$ cat src/rtl/mbldcm_ramp_phase_controller.sv
// rtl/mbldcm_ramp_phase_controller.sv - BLDC commutation sequencer with direction control and soft-start/soft-stop ramp
module mbldcm_ramp_phase_controller #(
    parameter int pDivWidth         = 32,
    parameter int pPhaseWidth       = 3,
    parameter int pTotalPhaseStages = 6,
    parameter int pStepWidth        = 16
) (
    input  logic                   iClock,
    input  logic                   iReset_n,
    input  logic                   iEnable,
    input  logic                   iDir,
    input  logic [pDivWidth-1:0]   iStartDiv,
    input  logic [pDivWidth-1:0]   iTargetDiv,
    input  logic [pStepWidth-1:0]  iRampStep,
    input  logic [pPhaseWidth-1:0] iPhaseUpdate,
    input  logic                   iLatchPhaseUpdate,
    output logic [pPhaseWidth-1:0] oPhase,
    output logic [pDivWidth-1:0]   oCurDiv,
    output logic [1:0]             oState,
    output logic                   oCommutate,
    output logic                   oAtSpeed
);

    typedef enum logic [1:0] {
        IDLE  = 2'd0,
        RAMP  = 2'd1,
        RUN   = 2'd2,
        DECEL = 2'd3
    } stateT;

    localparam logic [pDivWidth-1:0]   kDivOne    = pDivWidth'(1);
    localparam logic [pPhaseWidth-1:0] kPhaseOne  = pPhaseWidth'(1);
    localparam logic [pPhaseWidth-1:0] kLastPhase = pPhaseWidth'(pTotalPhaseStages - 1);

    stateT                  state;
    stateT                  stateNext;
    logic [pPhaseWidth-1:0] phase;
    logic [pPhaseWidth-1:0] phaseNext;
    logic [pDivWidth-1:0]   curDiv;
    logic [pDivWidth-1:0]   curDivNext;
    logic [pDivWidth-1:0]   counter;
    logic [pDivWidth-1:0]   counterNext;
    logic                   commutate;
    logic                   commutateNext;

    logic [pDivWidth-1:0]   satStart;
    logic [pDivWidth-1:0]   satTarget;
    logic [pDivWidth-1:0]   slewGoal;
    logic [pDivWidth-1:0]   slewed;
    logic [pDivWidth:0]     curExt;
    logic [pDivWidth:0]     goalExt;
    logic [pDivWidth:0]     stepExt;
    logic [pDivWidth:0]     slewedExt;
    logic                   tick;

    // Zero dividers would stall the timer, so they are treated as one clock.
    always_comb begin
        satStart  = (iStartDiv  == '0) ? kDivOne : iStartDiv;
        satTarget = (iTargetDiv == '0) ? kDivOne : iTargetDiv;
    end

    // Slew one step toward the goal of the current state; one extra bit keeps the compares from wrapping.
    always_comb begin
        slewGoal  = (state == DECEL) ? satStart : satTarget;
        curExt    = {1'b0, curDiv};
        goalExt   = {1'b0, slewGoal};
        stepExt   = (pDivWidth + 1)'(iRampStep);
        slewedExt = goalExt;
        if (iRampStep == '0) begin
            slewedExt = goalExt;
        end else if (curExt > goalExt + stepExt) begin
            slewedExt = curExt - stepExt;
        end else if (curExt + stepExt < goalExt) begin
            slewedExt = curExt + stepExt;
        end
        slewed = slewedExt[pDivWidth-1:0];
    end

    // Sequencer next-state, interval timer reload and phase stepping.
    always_comb begin
        stateNext     = state;
        curDivNext    = curDiv;
        counterNext   = counter;
        phaseNext     = phase;
        tick          = (counter == '0) && (state != IDLE);
        commutateNext = tick && !iLatchPhaseUpdate;

        if (state == IDLE) begin
            counterNext = '0;
            if (iEnable) begin
                stateNext   = RAMP;
                curDivNext  = satStart;
                counterNext = satStart - kDivOne;
            end
        end else begin
            if (tick) begin
                curDivNext  = slewed;
                counterNext = slewed - kDivOne;
            end else begin
                counterNext = counter - kDivOne;
            end

            case (state)
                RAMP: begin
                    if (!iEnable) begin
                        stateNext = DECEL;
                    end else if (tick && (slewed == satTarget)) begin
                        stateNext = RUN;
                    end
                end
                RUN: begin
                    if (!iEnable) begin
                        stateNext = DECEL;
                    end
                end
                DECEL: begin
                    if (iEnable) begin
                        stateNext = RAMP;
                    end else if (tick && (slewed == satStart)) begin
                        stateNext   = IDLE;
                        counterNext = '0;
                    end
                end
                default: begin
                    stateNext = IDLE;
                end
            endcase
        end

        // A forced phase load wins over the timer advance but leaves the interval running.
        if (iLatchPhaseUpdate) begin
            phaseNext = (iPhaseUpdate > kLastPhase) ? kLastPhase : iPhaseUpdate;
        end else if (tick) begin
            if (iDir) begin
                phaseNext = (phase == '0) ? kLastPhase : phase - kPhaseOne;
            end else begin
                phaseNext = (phase == kLastPhase) ? '0 : phase + kPhaseOne;
            end
        end
    end

    // State, timer, divider, phase and commutation pulse registers.
    always_ff @(posedge iClock) begin
        if (!iReset_n) begin
            state     <= IDLE;
            phase     <= '0;
            curDiv    <= '0;
            counter   <= '0;
            commutate <= 1'b0;
        end else begin
            state     <= stateNext;
            phase     <= phaseNext;
            curDiv    <= curDivNext;
            counter   <= counterNext;
            commutate <= commutateNext;
        end
    end

    // At-speed flag compares against the raw target so a CSR change drops it immediately.
    always_comb begin
        oAtSpeed = (state == RUN) && (curDiv == iTargetDiv);
    end

    assign oPhase     = phase;
    assign oCurDiv    = curDiv;
    assign oState     = state;
    assign oCommutate = commutate;

endmodule

$ cat config.mk
export PLATFORM = sky130hd
export DESIGN_NAME = mbldcm_ramp_phase_controller
export DESIGN_NICKNAME = d
export VERILOG_FILES = /design/src/rtl/mbldcm_ramp_phase_controller.sv
export SDC_FILE = /design/constraint.sdc
export NUM_CORES = 1
export LEC_CHECK = 0
export ABC_AREA = 1
export BUFFER_PORTS_ARGS = -buffer_cell sky130_fd_sc_hd__buf_4
export CORE_ASPECT_RATIO = 1.75
export CORE_MARGIN = 1
export CORE_UTILIZATION = 48
export CTS_BUF_LIST = sky130_fd_sc_hd__clkbuf_16
export DETAILED_ROUTE_END_ITERATION = 8
export GPL_TIMING_DRIVEN = 0
export PLACE_DENSITY_LB_ADDON = 0.08
export SLEW_MARGIN = 5
export SYNTH_ARGS = -nofsm -noshare
export SYNTH_HDL_FRONTEND = slang
export SYNTH_SLANG_ARGS = --single-unit
$ cat constraint.sdc
create_clock -name iClock -period 7.3 [get_ports iClock]
set_input_delay 0.73 -clock iClock [delete_from_list [all_inputs] [get_ports iClock]]
set_output_delay 0.73 -clock iClock [all_outputs]
set_load 0.005 [all_outputs]
# Word level (Yosys, flattened, before mapping)
# Cells that the tools add are included.
[word_totals]
regBits = 70
output_inout_bits = 39
word_cells = 73
[classes]
n_addsub = 8
n_lt_le_gt_ge = 3
eq_ne = 11
muxes = 29
reduce_logical = 17
[op_table]
columns = ["op", "n"]
rows = [
  ["32-bit 2-to-1 mux", 15],
  ["32-bit == test", 3],
  ["32-bit logical NOT", 3],
  ["32-bit by 1-bit subtractor with 32-bit output, second input constant", 3],
  ["32-bit by 16-bit adder with 33-bit output", 2],
  ["32-bit by 33-bit > comparator with 1-bit output", 1],
  ["33-bit by 32-bit < comparator with 1-bit output", 1],
  ["32-bit by 16-bit subtractor with 32-bit output", 1],
  ["3-bit 2-to-1 mux", 6],
  ["16-bit logical NOT", 1],
  ["2-bit 2-to-1 mux", 7],
  ["2-bit case mux with 3 select lines", 1],
  ["2-bit nonzero test", 3],
  ["1-bit logical AND", 5],
  ["2-bit == test, second input constant", 2],
  ["4-bit != test, second input constant", 1],
  ["4-bit AND reduction", 1],
  ["3-bit by 1-bit adder with 3-bit output, second input constant", 1],
  ["3-bit == test, second input constant", 1],
  ["3-bit > comparator, second input constant", 1],
  ["3-bit logical NOT", 1],
  ["3-bit by 2-bit != test with 1-bit output, second input constant", 1],
  ["3-bit != test, second input constant", 1],
  ["3-bit by 1-bit subtractor with 3-bit output, second input constant", 1],
  ["other kinds (5)", 5],
]

# Depth between registers and ports, before layout
[depth]
ltp_word = 13
depth_mapped = 58
depth_no_buf = 56

# Worst setup path before layout
# Ideal clock, no wire load.
[synth_path]
path_kind = "input-to-reg"
startpoint = "in iStartDiv[12]"
endpoint = "reg counter[30]"
arrival_time_ns = 6.654
required_time_ns = 7.168
slack_ns = 0.513
cell_stages = 52
path_buffers = 2
cell_sequence = "clkbuf_1 -> nor2_1 -> nand2_1 -> nor2_1 -> nand3_1 -> or2_1 -> nand2_1 -> inv_2 -> nand2_1 -> nand2_1 -> inv_1 -> ha_1 -> inv_1 -> nor2_1 -> a211oi_1 -> o21ai_0 -> nand2_1 -> a21oi_1 -> [... 16 more ...] -> nand2_2 -> buf_6 -> nand2_1 -> nand2_1 -> nand2_1 -> nand2_2 -> nor2_1 -> nor2_4 -> ha_1 -> inv_1 -> nor2_4 -> nand2_1 -> nor2_2 -> nand2_1 -> nand2_1 -> nand2_1 -> nand3_1 -> a21oi_1"
[synth_via]
elab_chain_len = 13
[synth_rtl]
columns = ["element", "line", "text"]
rows = [
  ["start, declared", "12", "input logic [pDivWidth-1:0] iStartDiv,"],
  ["32-bit logical NOT", "58", "satStart = (iStartDiv == '0) ? kDivOne : iStartDiv;"],
  ["32-bit 2-to-1 mux (*)", "58", ""],
  ["32-bit 2-to-1 mux", "64", "slewGoal = (state == DECEL) ? satStart : satTarget;"],
  ["32-bit by 16-bit adder with 33-bit output / 33-bit by 32-bit < comparator with 1-bit output (equally long branches)", "71, 73", ""],
  ["32-bit by 33-bit > comparator with 1-bit output / 32-bit 2-to-1 mux (equally long branches)", "71, 73", ""],
  ["32-bit 2-to-1 mux", "71", "end else if (curExt > goalExt + stepExt) begin"],
  ["32-bit 2-to-1 mux", "69", "if (iRampStep == '0) begin"],
  ["32-bit by 1-bit subtractor with 32-bit output / 32-bit == test (equally long branches)", "98, 119", ""],
  ["32-bit 2-to-1 mux / 1-bit logical AND (equally long branches)", "96, 119", ""],
  ["32-bit 2-to-1 mux", "119", "end else if (tick && (slewed == satStart)) begin"],
  ["32-bit 2-to-1 mux", "117", "if (iEnable) begin"],
  ["32-bit 2-to-1 mux", "103", "case (state)"],
  ["32-bit 2-to-1 mux (*)", "88", "if (state == IDLE) begin"],
  ["end signal, assigned", "154", "counter <= counterNext;"],
  ["end, declared", "41", "logic [pDivWidth-1:0] counter;"],
]
# Every way passes the cells marked *; elsewhere a longest branch is shown, timed or not.
# A chain may end at the register's enable or synchronous reset.

# Worst setup path after layout
[layout_path]
startpoint = "in iTargetDiv[29]"
endpoint = "reg state[0] (netlist: oState[0])"
[layout_via]
elab_chain_len = 11
[layout_rtl]
columns = ["element", "line", "text"]
rows = [
  ["start, declared", "13", "input logic [pDivWidth-1:0] iTargetDiv,"],
  ["32-bit logical NOT", "59", "satTarget = (iTargetDiv == '0) ? kDivOne : iTargetDiv;"],
  ["32-bit 2-to-1 mux (*)", "59", ""],
  ["32-bit 2-to-1 mux", "64", ""],
  ["32-bit by 16-bit adder with 33-bit output / 33-bit by 32-bit < comparator with 1-bit output (equally long branches)", "71, 73", ""],
  ["32-bit by 33-bit > comparator with 1-bit output / 32-bit 2-to-1 mux (equally long branches)", "71, 73", ""],
  ["32-bit 2-to-1 mux", "71", ""],
  ["32-bit 2-to-1 mux", "69", ""],
  ["32-bit == test (on tied branches)", "107, 119", ""],
  ["1-bit logical AND (on tied branches)", "107, 119", ""],
  ["4-bit != test (no source line) / 3-bit by 2-bit != test with 1-bit output (equally long branches)", "n/a", ""],
  ["4-bit AND reduction (no source line) (*)", "n/a", ""],
  ["end signal, assigned", "151", "state <= stateNext;"],
  ["end, declared", "35", "stateT state;"],
]
# Marks and branches as above.

==> results by group <==
Timing
  – Post-Route Skew: 0.00386 ns
  – Final Cycle Share: 1.02
  – Setup-failing EPs final: 32
  – Slew margin rel.: 0.239
  – Hold slack final: 0.536 ns
  – RSZ-0062 raised after global routing: yes
  – Min cycle time layout: 7.42 ns
  – Fin. Hold Viols: 0
  – Setup tns final: -1.28 ns
  – Final WS setup: -0.115 ns
  – Max Slew Vio Count: 0
  – Worst Max-Slew Pin Slew: 1.14 ns
  – F_max: 135 MHz

Floorplan
  – Die footprint: 0.0287 sq mm
  – Core area: 0.0273 sq mm
  – Row cnt: 80
  – Boundary pin count: 127
  – Initial Util: 0.491
  – Chip Width: 128 um
  – Die height: 223 um

Clocking
  – CTS Buffer Depth: 2
  – Hold buffers post-CTS: 0
  – Number of buffers created by CTS: 9
  – Number of clock sinks: 70
  – Clk slew on worst S/H paths: 0.05 ns
  – Worst-Skew Late Latency: 0.37 ns
  – CTS tree: built
  – Clock tree root buffer cell: clkbuf_16
  – CTS HTree Levels: 3

Yosys
  – Post-Synthesis Cell Area: 0.0134 sq mm
  – Syn_nets: 2579
  – Share of Yosys cell area claimed by the top area cell type: 0.183
  – Mapped Cells: 2370
  – Synth cell types: 51
  – Main synth FF type: dfxtp_1
  – Yosys Warn Count: 0
  – Post-synth EDFFs: 0
  – #FFs+latches synth: 70
  – Syn avg cell area: 5.66 sq um
  – Top post-synthesis cells by area: nand2_1, ha_1, dfxtp_1
  – Ys async rst share: 0
  – Seq/Total Area, Yosys: 0.104
  – Largest area contributor in the netlist: nand2_1

Final layout
  – Most common cell after layout, fill and taps aside: nand2_1
  – Area grow syn2layout: 26.1%
  – Non-filler cells, final: 2938
  – Fin util: 0.619
  – Share of cells above drive strength 1: 0.218
  – N_diodes: 0
  – Fin area: 0.0169 sq mm
  – Commonest non-fill, non-tap cells in the layout: nand2_1, inv_1, nand3_1, buf_4, a21oi_1
  – Final #Nets: 2774

Global routing
  – First-pass GRT wire length: 95000 um
  – Vias in the first global route: 17077
  – Largest net degree at the start of global routing: 20
  – Total grt overflow: 0
  – Antenna violations before repair: 0
  – GR Util All Layers: 0.452

Routing
  – DR DRC count: 0
  – Routed WL: 66200 um
  – Routed vias/inst: 5.95
  – ANT nets after route: 0
  – Routed length per instance: 22.5 um
  – Initial DRC Count: 1459
  – Detailed Routing Iterations Pass 1: 8
  – DR vias: 17483

Critical path
  – Slowest CP cell: nor4_1
  – CP Class: input pin to flip-flop
  – Slowest stage delay, CP: 0.84 ns
  – Worst Setup End Kind: flip-flop
  – Worst reg-to-reg path cell count: 50
  – Critical path fanouts, max: 6
  – Critical path required time: 7.56 ns
  – Worst Path Arrival: 7.68 ns
  – CP most frequent cell: nand2_2
  – Crit path launch type: input pin

Pwr
  – Leak: 8.35 nW
  – Cell area power density: 487 mW/mm^2
  – Total power: 8.25 mW
  – Peak supply drop: 529 uV

Placement
  – Post-DP HPWL: 54300 um
  – RePlAce Congestion: 1.06
  – IO Port Bufs: 118
  – Place WS: -2.49 ns
  – Placed cell count: 2857
  – DP Area: 0.0148 sq mm

Worst hold path
  – Hold WC Path Type: flip-flop to flip-flop
  – Hold Path Cell Cnt: 2

Run status
  – Failing checks: setup timing
  – Status: finished with violations

Run
  – Max Cap Viol: 0
-- cell usage after synthesis (5+ instances only) --
master / number
or2_2: 9
o211ai_1: 8
nor4_1: 28
a31oi_1: 9
nand4_1: 57
nor3_1: 31
nand3b_1: 9
buf_1: 5
clkbuf_1: 45
a21oi_1: 170
a221oi_1: 10
o21ai_1: 8
o21bai_1: 6
nand3_1: 220
o22ai_1: 13
a21oi_2: 10
nand2_2: 36
nand2_1: 656
a21oi_4: 5
dfxtp_1: 70
nor2_2: 8
buf_6: 5
buf_4: 9
ha_1: 118
o21ai_0: 101
nand3_2: 9
inv_2: 9
xnor2_1: 28
inv_1: 291
buf_2: 25
xor2_1: 104
nor2_1: 215
-- registers in the layout, summed over array words and instances, names as in the netlist --
signal / cells
oCurDiv: 32
oCommutate: 1
oState: 2
counter: 32
oPhase: 3
-- worst max-delay path: cells and delay by family --
family | cells | cell delay [ns]
AOI/OAI and AO/OA | 4 | 0.81
xor gates and xnor gates | 2 | 0.45
buffers and inverters | 7 | 0.80
adders and majority gates | 3 | 0.89
and+or+nand+nor | 27 | 3.98
-- worst paths after layout --
kind / start / to / slack, ns
min reg2reg: oState[1] / oState[1] / 0.54
max: iTargetDiv[29] / oState[0] / -0.12
min: oState[1] / oState[1] / 0.54
max reg2reg: oState[0] / oState[0] / 0.05
-- power by group --
part | switching [mW] | internal (mW) | leakage (nW)
combinational | 4.63 | 2.40 | 7.63
clock | 0.180 | 0.258 | 0.142
sequential | 0.259 | 0.527 | 0.576
total | 5.06 | 3.18 | 8.35
-- routing by layer --
metal / track usage / wire [um] / vias to the layer above
li1: - / - / 8140
met1: 0.432 / 21900 / 7976
met2: 0.768 / 31400 / 937
met3: 0.0679 / 4060 / 430
met4: 0.516 / 8860 / 0
met5: 0 / 0 / -
-- what timing repair did --
item / in CTS / in global routing
setup buffers: 33 / 32
pin swaps: 56 / 84
endpoints found under the hold margin: 0 / 0
setup endpoints to repair: 66 / 34
cloned: 2 / 0
resized for setup: 172 / 218
-- kinds of logic after synthesis --
family                   Yosys count  share of synthesized area
adder cells (fa/ha/maj)          121                      0.114
buffers and inverters            394                      0.119
AND/OR/NAND/NOR                 1294                      0.423
XOR/XNOR                         132                     0.0862
AO/OA/AOI/OAI                    359                      0.153
flip-flops                        70                      0.104
-- layout make-up --
cell class                 count  area (sq um)
clock inverter                 6          53.8
clock buffer                   9           225
inverter                     304          1160
sequential                    70          1400
timing repair buffer         185          1460
tap                          369           462
fill                        2784         10400
multi-input combinational   1906         11600
buffer                        89           544
Power figures use the tool's default switching activity.
